--- src/rtl/pipeline_controller_if.sv ---
// Data-memory request/acknowledge handshake between the pipeline
// controller (master) and the data memory (slave).
interface pipeline_controller_if;
    logic dmem_req;
    logic dmem_we;
    logic dmem_ack;

    modport master (
        output dmem_req,
        output dmem_we,
        input  dmem_ack
    );

    modport slave (
        input  dmem_req,
        input  dmem_we,
        output dmem_ack
    );
endinterface

--- src/rtl/pipeline_controller.sv ---
// Pipeline sequencing and hazard controller: memory-stage stalls with
// timeout, load-use bubble insertion, taken-branch squash, stall counter.
//
// state    | meaning
// ---------+-----------------------------------------------------------
// IDLE     | pipeline flowing; memory ops, branches and hazards detected
// MEM_WAIT | data-memory request outstanding, pipeline held until ack
// ERROR    | memory timed out; pipeline held until reset
module pipeline_controller #(
    parameter int unsigned MEM_TIMEOUT = 255
) (
    input  logic                  clk,
    input  logic                  rst,
    pipeline_controller_if.master dmem,
    input  logic                  ext_halt,
    input  logic                  mem_memwrite,
    input  logic                  mem_memtoreg,
    input  logic                  ex_memtoreg,
    input  logic [4:0]            ex_write_addr,
    input  logic                  ex_branch_taken,
    input  logic [4:0]            id_rs1,
    input  logic [4:0]            id_rs2,
    input  logic                  id_uses_rs1,
    input  logic                  id_uses_rs2,
    output logic                  halt_if,
    output logic                  halt_id,
    output logic                  halt_ex,
    output logic                  halt_mem,
    output logic                  flush_id,
    output logic                  flush_ex,
    output logic                  busy,
    output logic                  mem_error,
    output logic [31:0]           stall_cycles
);

    typedef enum logic [1:0] {
        IDLE     = 2'd0,
        MEM_WAIT = 2'd1,
        ERROR    = 2'd2
    } state_t;

    localparam logic [7:0] TIMEOUT_CNT = 8'(MEM_TIMEOUT);

    state_t      state_q;
    state_t      state_d;
    logic [7:0]  cnt_q;
    logic [7:0]  cnt_inc;
    logic        req_q;
    logic        we_q;
    logic        err_q;
    logic [31:0] stall_q;
    logic        mem_op;
    logic        load_use;
    logic        timeout_hit;

    assign mem_op      = mem_memwrite | mem_memtoreg;
    assign cnt_inc     = cnt_q + 8'd1;
    assign timeout_hit = (cnt_inc == TIMEOUT_CNT);

    // Register 31 is the zero register, so a load targeting it never creates a dependency.
    assign load_use = ex_memtoreg && (ex_write_addr != 5'd31) &&
                      ((id_uses_rs1 && (id_rs1 == ex_write_addr)) ||
                       (id_uses_rs2 && (id_rs2 == ex_write_addr)));

    // State register.
    always_ff @(posedge clk or negedge rst) begin
        if (!rst) state_q <= IDLE;
        else      state_q <= state_d;
    end

    // Next-state logic.
    always_comb begin
        state_d = state_q;
        case (state_q)
            IDLE:     if (mem_op && !ext_halt) state_d = MEM_WAIT;
            MEM_WAIT: begin
                if (dmem.dmem_ack)    state_d = IDLE;
                else if (timeout_hit) state_d = ERROR;
            end
            ERROR:    state_d = ERROR;
            default:  state_d = IDLE;
        endcase
    end

    // Halt/flush outputs; reset holds every stage so nothing advances while rst is low.
    always_comb begin
        halt_if  = 1'b0;
        halt_id  = 1'b0;
        halt_ex  = 1'b0;
        halt_mem = 1'b0;
        flush_id = 1'b0;
        flush_ex = 1'b0;
        if (!rst) begin
            {halt_if, halt_id, halt_ex, halt_mem} = 4'hf;
        end else begin
            case (state_q)
                MEM_WAIT: if (!dmem.dmem_ack || ext_halt) {halt_if, halt_id, halt_ex, halt_mem} = 4'hf;
                IDLE: begin
                    if (mem_op || ext_halt) begin
                        {halt_if, halt_id, halt_ex, halt_mem} = 4'hf;
                    end else if (ex_branch_taken) begin
                        flush_id = 1'b1;
                        flush_ex = 1'b1;
                    end else if (load_use) begin
                        halt_if  = 1'b1;
                        halt_id  = 1'b1;
                        flush_ex = 1'b1;
                    end
                end
                default:  {halt_if, halt_id, halt_ex, halt_mem} = 4'hf;
            endcase
        end
    end

    // Memory request, timeout counter and sticky error flag.
    always_ff @(posedge clk or negedge rst) begin
        if (!rst) begin
            req_q <= 1'b0;
            we_q  <= 1'b0;
            err_q <= 1'b0;
            cnt_q <= 8'd0;
        end else begin
            case (state_q)
                IDLE: begin
                    if (mem_op && !ext_halt) begin
                        req_q <= 1'b1;
                        we_q  <= mem_memwrite;
                        cnt_q <= 8'd0;
                    end
                end
                MEM_WAIT: begin
                    if (dmem.dmem_ack) begin
                        req_q <= 1'b0;
                        we_q  <= 1'b0;
                    end else begin
                        cnt_q <= cnt_inc;
                        if (timeout_hit) begin
                            req_q <= 1'b0;
                            we_q  <= 1'b0;
                            err_q <= 1'b1;
                        end
                    end
                end
                default: ;
            endcase
        end
    end

    // Saturating count of front-end stall cycles.
    always_ff @(posedge clk or negedge rst) begin
        if (!rst)                            stall_q <= 32'd0;
        else if (halt_if && stall_q != '1)   stall_q <= stall_q + 32'd1;
    end

    assign dmem.dmem_req = req_q;
    assign dmem.dmem_we  = we_q;
    assign busy          = (state_q != IDLE);
    assign mem_error     = err_q;
    assign stall_cycles  = stall_q;

endmodule

--- src/flat_wrapper.sv ---
// flat-port wrapper written by rule: the top's interface ports become plain ports
module pipeline_controller_flat 
#(
    parameter int unsigned MEM_TIMEOUT = 255
)
  (clk, rst, ext_halt, mem_memwrite, mem_memtoreg, ex_memtoreg, ex_write_addr, ex_branch_taken, id_rs1, id_rs2, id_uses_rs1, id_uses_rs2, halt_if, halt_id, halt_ex, halt_mem, flush_id, flush_ex, busy, mem_error, stall_cycles, dmem_dmem_req, dmem_dmem_we, dmem_dmem_ack);
  pipeline_controller_if dmem_i ();
  input  logic clk;
  input  logic rst;
  input  logic ext_halt;
  input  logic mem_memwrite;
  input  logic mem_memtoreg;
  input  logic ex_memtoreg;
  input  logic [4:0] ex_write_addr;
  input  logic ex_branch_taken;
  input  logic [4:0] id_rs1;
  input  logic [4:0] id_rs2;
  input  logic id_uses_rs1;
  input  logic id_uses_rs2;
  output logic halt_if;
  output logic halt_id;
  output logic halt_ex;
  output logic halt_mem;
  output logic flush_id;
  output logic flush_ex;
  output logic busy;
  output logic mem_error;
  output logic [31:0] stall_cycles;
  output wire logic [$bits(dmem_i.dmem_req)-1:0] dmem_dmem_req;
  output wire logic [$bits(dmem_i.dmem_we)-1:0] dmem_dmem_we;
  input wire logic [$bits(dmem_i.dmem_ack)-1:0] dmem_dmem_ack;
  assign dmem_dmem_req = dmem_i.dmem_req;
  assign dmem_dmem_we = dmem_i.dmem_we;
  assign dmem_i.dmem_ack = dmem_dmem_ack;
  pipeline_controller #(.MEM_TIMEOUT(MEM_TIMEOUT)) u_core (.clk(clk), .rst(rst), .dmem(dmem_i), .ext_halt(ext_halt), .mem_memwrite(mem_memwrite), .mem_memtoreg(mem_memtoreg), .ex_memtoreg(ex_memtoreg), .ex_write_addr(ex_write_addr), .ex_branch_taken(ex_branch_taken), .id_rs1(id_rs1), .id_rs2(id_rs2), .id_uses_rs1(id_uses_rs1), .id_uses_rs2(id_uses_rs2), .halt_if(halt_if), .halt_id(halt_id), .halt_ex(halt_ex), .halt_mem(halt_mem), .flush_id(flush_id), .flush_ex(flush_ex), .busy(busy), .mem_error(mem_error), .stall_cycles(stall_cycles));
endmodule
--- config.mk ---
export PLATFORM = sky130hd
export DESIGN_NAME = pipeline_controller_flat
export DESIGN_NICKNAME = d
export VERILOG_FILES = /design/src/rtl/pipeline_controller_if.sv /design/src/rtl/pipeline_controller.sv /design/src/flat_wrapper.sv
export SDC_FILE = /design/constraint.sdc
export NUM_CORES = 1
export LEC_CHECK = 0
export CORE_ASPECT_RATIO = 1.4
export CORE_UTILIZATION = 48
export CTS_CLUSTER_SIZE = 8
export DETAILED_ROUTE_END_ITERATION = 12
export PLACE_DENSITY = 0.84
export SLEW_MARGIN = 30
export SYNTH_ARGS = -nofsm -noshare
export SYNTH_HDL_FRONTEND = slang
export SYNTH_SLANG_ARGS = --single-unit
--- constraint.sdc ---
create_clock -name clk -period 2.15 [get_ports clk]
set_input_delay 0.3225 -clock clk [delete_from_list [all_inputs] [get_ports clk]]
set_output_delay 0.3225 -clock clk [all_outputs]
set_load 0.005 [all_outputs]
======== Yosys cells after proc, flatten, opt, wreduce, memory -nomap -nowiden ========
Index checks and enable logic that the tools add are counted.
Widths: inputs -> output; s select.
word-level totals
  flip-flop bits (word level) ............. 45
  output and inout bits ................... 42
  logic and storage cells ................. 68
cells by class
  add/subtract/negate cells ............... 2
  equal/unequal tests ..................... 10
  multiplexer cells ....................... 30
  bitwise gates (word level) .............. 2
  reduce and logical (&&, ||, !) cells .... 18
operators by type and width
  kind                   number
  $add 32x1->32 const B  1
  $ne 32x32->1 const B   1
  $mux 1                 19
  $mux 8                 2
  $pmux 8 s2             1
  $eq 5x5->1             2
  $reduce_and 3->1       3
  $add 8x1->8 const B    1
  $eq 8x8->1 const B     1
  $pmux 1 s2             4
  $logic_and 1x1->1      6
  $mux 2                 3
  $pmux 2 s3             1
  $ne 5x5->1 const B     1
  $reduce_bool 2->1      2
  $logic_or 1x1->1       3
  $ne 3x2->1 const B     1
  $eq 2x1->1 const B     1
  $eq 2x2->1 const B     1
  $logic_not 1->1        2
  $logic_not 2->1        1
  $ne 2x1->1 const B     1
  $ne 2x2->1 const B     1
  $reduce_and 2->1       1
  2 further kinds        2

======== Longest topological paths before layout ========
  word-level depth ........................ 10
  gate-level depth with buffers ........... 8
  mapped depth without buffers ............ 8

======== Worst setup path after synthesis ========
OpenSTA, ideal clock, no wires.
  path kind ............................... register -> register
  start point ............................. reg u_core.stall_q[0], in the netlist u_core.stall_cycles[0]
  end point ............................... reg u_core.stall_q[19], in the netlist u_core.stall_cycles[19]
  arrival time ............................ 1,883 ps
  required time ........................... 2,027 ps
  setup slack ............................. 144 ps
  cell stages (with the launch flop) ...... 9
  path buffers ............................ 1
  clock period less this slack ............ 2,006 ps
  cells stage by stage .................... dfrtp_1 -> ha_1 -> nand2_1 -> nor3_1 -> and3_1 -> buf_6 -> nor4b_4 -> nand4_1 -> xnor2_1
between the ends
  cells in the longest elaborated chain, start to end .. 2
  elaborated cells between the ends (all ways) .. 3
RTL lines
  item                                                   line                        RTL
  start: declaration                                     pipeline_controller.sv:51   logic [31:0] stall_q;
  start signal: assignment                               pipeline_controller.sv:152  else if (halt_if && stall_q != '1) stall_q <= stall_q + 32'd1;
  branches (longest 2 deep; another with $add 32x1->32)  --
Parallel ways; which one is timed is not known.
A chain may end at the register's enable or synchronous reset.

======== Final worst setup path ========
  start point ............................. reg u_core.state_q[0]
  end point ............................... reg u_core.stall_q[23], in the netlist u_core.stall_cycles[23]
between the ends
  cells in the longest elaborated chain, start to end .. 4
  elaborated cells between the ends (all ways) .. 5
RTL lines
  item                                                  line                        RTL
  start: declaration                                    pipeline_controller.sv:44   state_t state_q;
  start signal: assignment                              pipeline_controller.sv:68   else state_q <= state_d;
  $eq 2x1->1 / $logic_not 2->1 (equally long branches)  pipeline_controller.sv:96   case (state_q)
  $pmux 1 s2 (*)                                        pipeline_controller.sv:96
  $mux 1 (*)                                            pipeline_controller.sv:93   if (!rst) begin
  $logic_and 1x1->1 (*)                                 pipeline_controller.sv:152
Every way passes the cells marked *; elsewhere a longest branch is shown, timed or not.

==> flow_metrics.tcl <==
set metrics [dict create \
    rows 29 \
    synth_cell_types 37 \
    met2_usage_pct 40.4 \
    hold_class "primary input to asynchronous set/reset pin" \
    cp_data_arrival_time_ns 2.23 \
    register_area_um2 1130 \
    internal_power_mw 1.57 \
    initialDrtViolationCount 53 \
    worstPathRequired_ns 2.33 \
    antenna_found_initial 0 \
    ys_ff_latch 45 \
    path_class "flop to flop" \
    dp_hpwl_mm 4.30 \
    r2r_cells 8 \
    powerDensity_nw_per_um2 644 \
    power_switching_mw 0.672 \
    hold_viol_final 0 \
    ant_nets 0 \
    max-cap-violations 0 \
    syn2layout_area_growth_pct 46.7 \
    initial_core_util_pct 51.1 \
    cts_buffers 5 \
    synth_top_cell_area_share_pct 47.5 \
    max_freq_ghz 0.487 \
    drc_errors 0 \
    relSlewSlack_pct 63.4 \
    cts_root_buf "clkbuf_8" \
    synth_area_leaders "dfrtp_1 (47%), xnor2_1 (14%), nand3_1 (4.6%)" \
    pre_cts_ws_ns -0.563 \
    synth_compound_area_share_pct 6.07 \
    gp_congestion 0.845 \
    cts_tree "yes" \
    grt_use_met1_pct 27.5 \
    drive_gt1_share_pct 17.3 \
    rsz0062_at_grt "true" \
    yosys.area_share.adder_pct 1.58 \
    die_h_um 85.2 \
    yosys.area_share.simple_pct 25.3 \
    combPwrFrac_pct 29.2 \
    total_power_mw 2.24 \
    grt-busiest-layer "met2" \
    diodes 0 \
    vias_per_cell 5.31 \
    grt_pass1_wl_mm 9.20 \
    vias 2108 \
    skew_ns 0.0106 \
    hold_buffers 0 \
    critPathLaunchType "flop" \
    grt_pass1_vias 2149 \
    synth_area_leader_cell "dfrtp_1" \
    core_area_um2 4640 \
    path_max_fanout 6 \
    synth_top_family_by_area "simple AND/OR/NAND/NOR gates" \
    worstMarginPinSlew_ns 0.548 \
    layout_setup_ws_ns 0.0981 \
    htree_levels 2 \
    synth-xor-area-share_pct 16.3 \
    peakVddDrop_uv 791 \
    wl_per_cell_um 15.0 \
    drtPass1Iterations 4 \
    synth_area_um2 2370 \
    port-buffer-count 66 \
    yosysSeqAreaShare_pct 47.5 \
    wl_mm 5.97 \
    io-pin-count 67 \
    die-area_um2 5230 \
    nFillCells 319 \
    grt_max_degree 46 \
    slew_viol_final 0 \
    power_frac_clock_pct 22.3 \
    die_w_um 61.4 \
    grt_use_total_pct 23.4 \
    syn-instance-count 238 \
    finalCriticalPeriod_ns 2.05 \
    switching_share_pct 30.0 \
    multi_input_area_um2 1270 \
    clk_path_buf_depth 2 \
    seq_power_share_pct 48.5 \
    path_clk_slew_ns 0.08 \
    grt-ovfl-total 0 \
    layout.nets 362 \
    muxShareOfSynthArea_pct 0.950 \
    setup_viol 0 \
    status "complete, no violations" \
    clk_latency_ns 0.29 \
    postSynthAreaPerCell_um2 9.96 \
    numClockSinks 45 \
    endpoint_kind "flop" \
    synth_nets 266 \
    p_leak_nw 1.56 \
    post-route-period-util_pct 95.4 \
    gr-usage-met3_pct 4.27 \
    yosysWarnings 0 \
]
state kept, by name, indices dropped and copies added, names as in the netlist:
register / count
u_core.stall_cycles: 32
u_core.mem_error: 1
u_core.cnt_q: 8
u_core.state_q: 2
u_core.dmem.dmem_we: 1
u_core.dmem.dmem_req: 1
metal layers:
metal	routed length [um]	vias to the layer above
li1	-	1018
met1	2300	1005
met2	3220	72
met3	348	13
met4	107	0
met5	0	-
kinds of logic (layout without fill, tap and decap cells):
logic type      Yosys count  in the layout
mux                       2              2
flops                    45             45
fa+ha+maj                 3              3
compound gates           23             23
simple gates            110            110
buf+inv                  11            108
xor+xnor                 44             44
through the flow:
step           instance area (um^2)  utilization [%]  hold slack [ns]  TNS [ns]  instances
2_1_floorplan                  2370                -           0.0269         0        238
3_3_place_gp                   3220             69.3            0.453     -5.48        382
3_5_place_dp                   3220             69.3            0.473     -8.19        382
4_1_cts                        3400             73.2            0.204         0        395
5_1_grt                        3480             74.9            0.231  -0.00667        397
6_report                       3480             74.9            0.191         0        397
synthesized netlist by cell type (all sizes together):
library cell,n
a21o,2
a21oi,3
a22o,1
a31oi,3
and2,2
and3,6
and4,2
buf,3
dfrtp,45
ha,3
inv,8
mux2,2
nand2,29
nand2b,2
nand3,22
nand4,13
nor2,17
nor3,9
nor3b,2
nor4,2
nor4b,1
o21a,1
o21ai,11
o22ai,1
o31ai,1
or2,2
or3,1
xnor2,38
xor2,6
critical path: stages, from the launching register on:
cell and delay (ns):
dfrtp_2 0.44, or2_4 0.27, nor3b_4 0.22, a21oi_4 0.09, buf_6 0.14, nor4b_4 0.34, buf_4 0.20, nand3_1 0.09
xnor2_1 0.14
path summary, 6_finish.rpt:
path                              startpoint                      end  slack [ns]
setup / recovery           u_core.state_q[0]  u_core.stall_cycles[23]         0.1
hold / removal                           rst          u_core.cnt_q[2]        0.19
setup reg to reg           u_core.state_q[0]  u_core.stall_cycles[23]         0.1
hold reg to reg             u_core.mem_error         u_core.mem_error        0.49
max in group asynchronous                rst        u_core.state_q[0]        1.56
min in group clk            u_core.mem_error         u_core.mem_error        0.49
power by group through the flow:
stage          Combinational (mW)  Clock (mW)  Sequential [mW]
2_1_floorplan               0.261           0             1.09
3_3_place_gp                0.608           0             1.09
3_5_place_dp                0.630           0             1.10
4_1_cts                     0.655       0.512             1.08
5_1_grt                     0.715       0.540             1.11
6_report                    0.654       0.500             1.09
final cells by class:
type                            instances  share of cell area (%)
Multi-Input combinational cell        182                    36.4
Sequential cell                        45                    32.4
Timing Repair Buffer                   92                    25.6
Tap cell                               62                    2.23
Clock buffer                            7                    2.19
Inverter                                8                   0.863
Clock inverter                          1                   0.216
what timing repair did:
item                                    CTS  global route
buffers inserted                          4             2
pin swaps                                 3            11
endpoints found under the setup margin   15            27
gates resized for setup                  20            21
gates cloned                              1             0
cell usage in the layout (no fill, tap or decap), drive strengths merged, types with 2 or more instances in the layout:
cell type      count
clkdlybuf4s50     45
dfrtp             45
xnor2             38
nand2             29
buf               27
nand3             22
nor2              17
dlymetal6s2s      14
nand4             13
o21ai             11
nor3               9
inv                8
clkbuf             7
xor2               6
and3               6
dlygate4sd2        5
a31oi              3
ha                 3
a21oi              3
and2               2
nor4               2
nand2b             2
a21o               2
or2                2
nor3b              2
mux2               2
and4               2
(Power assumes the default switching activity.)
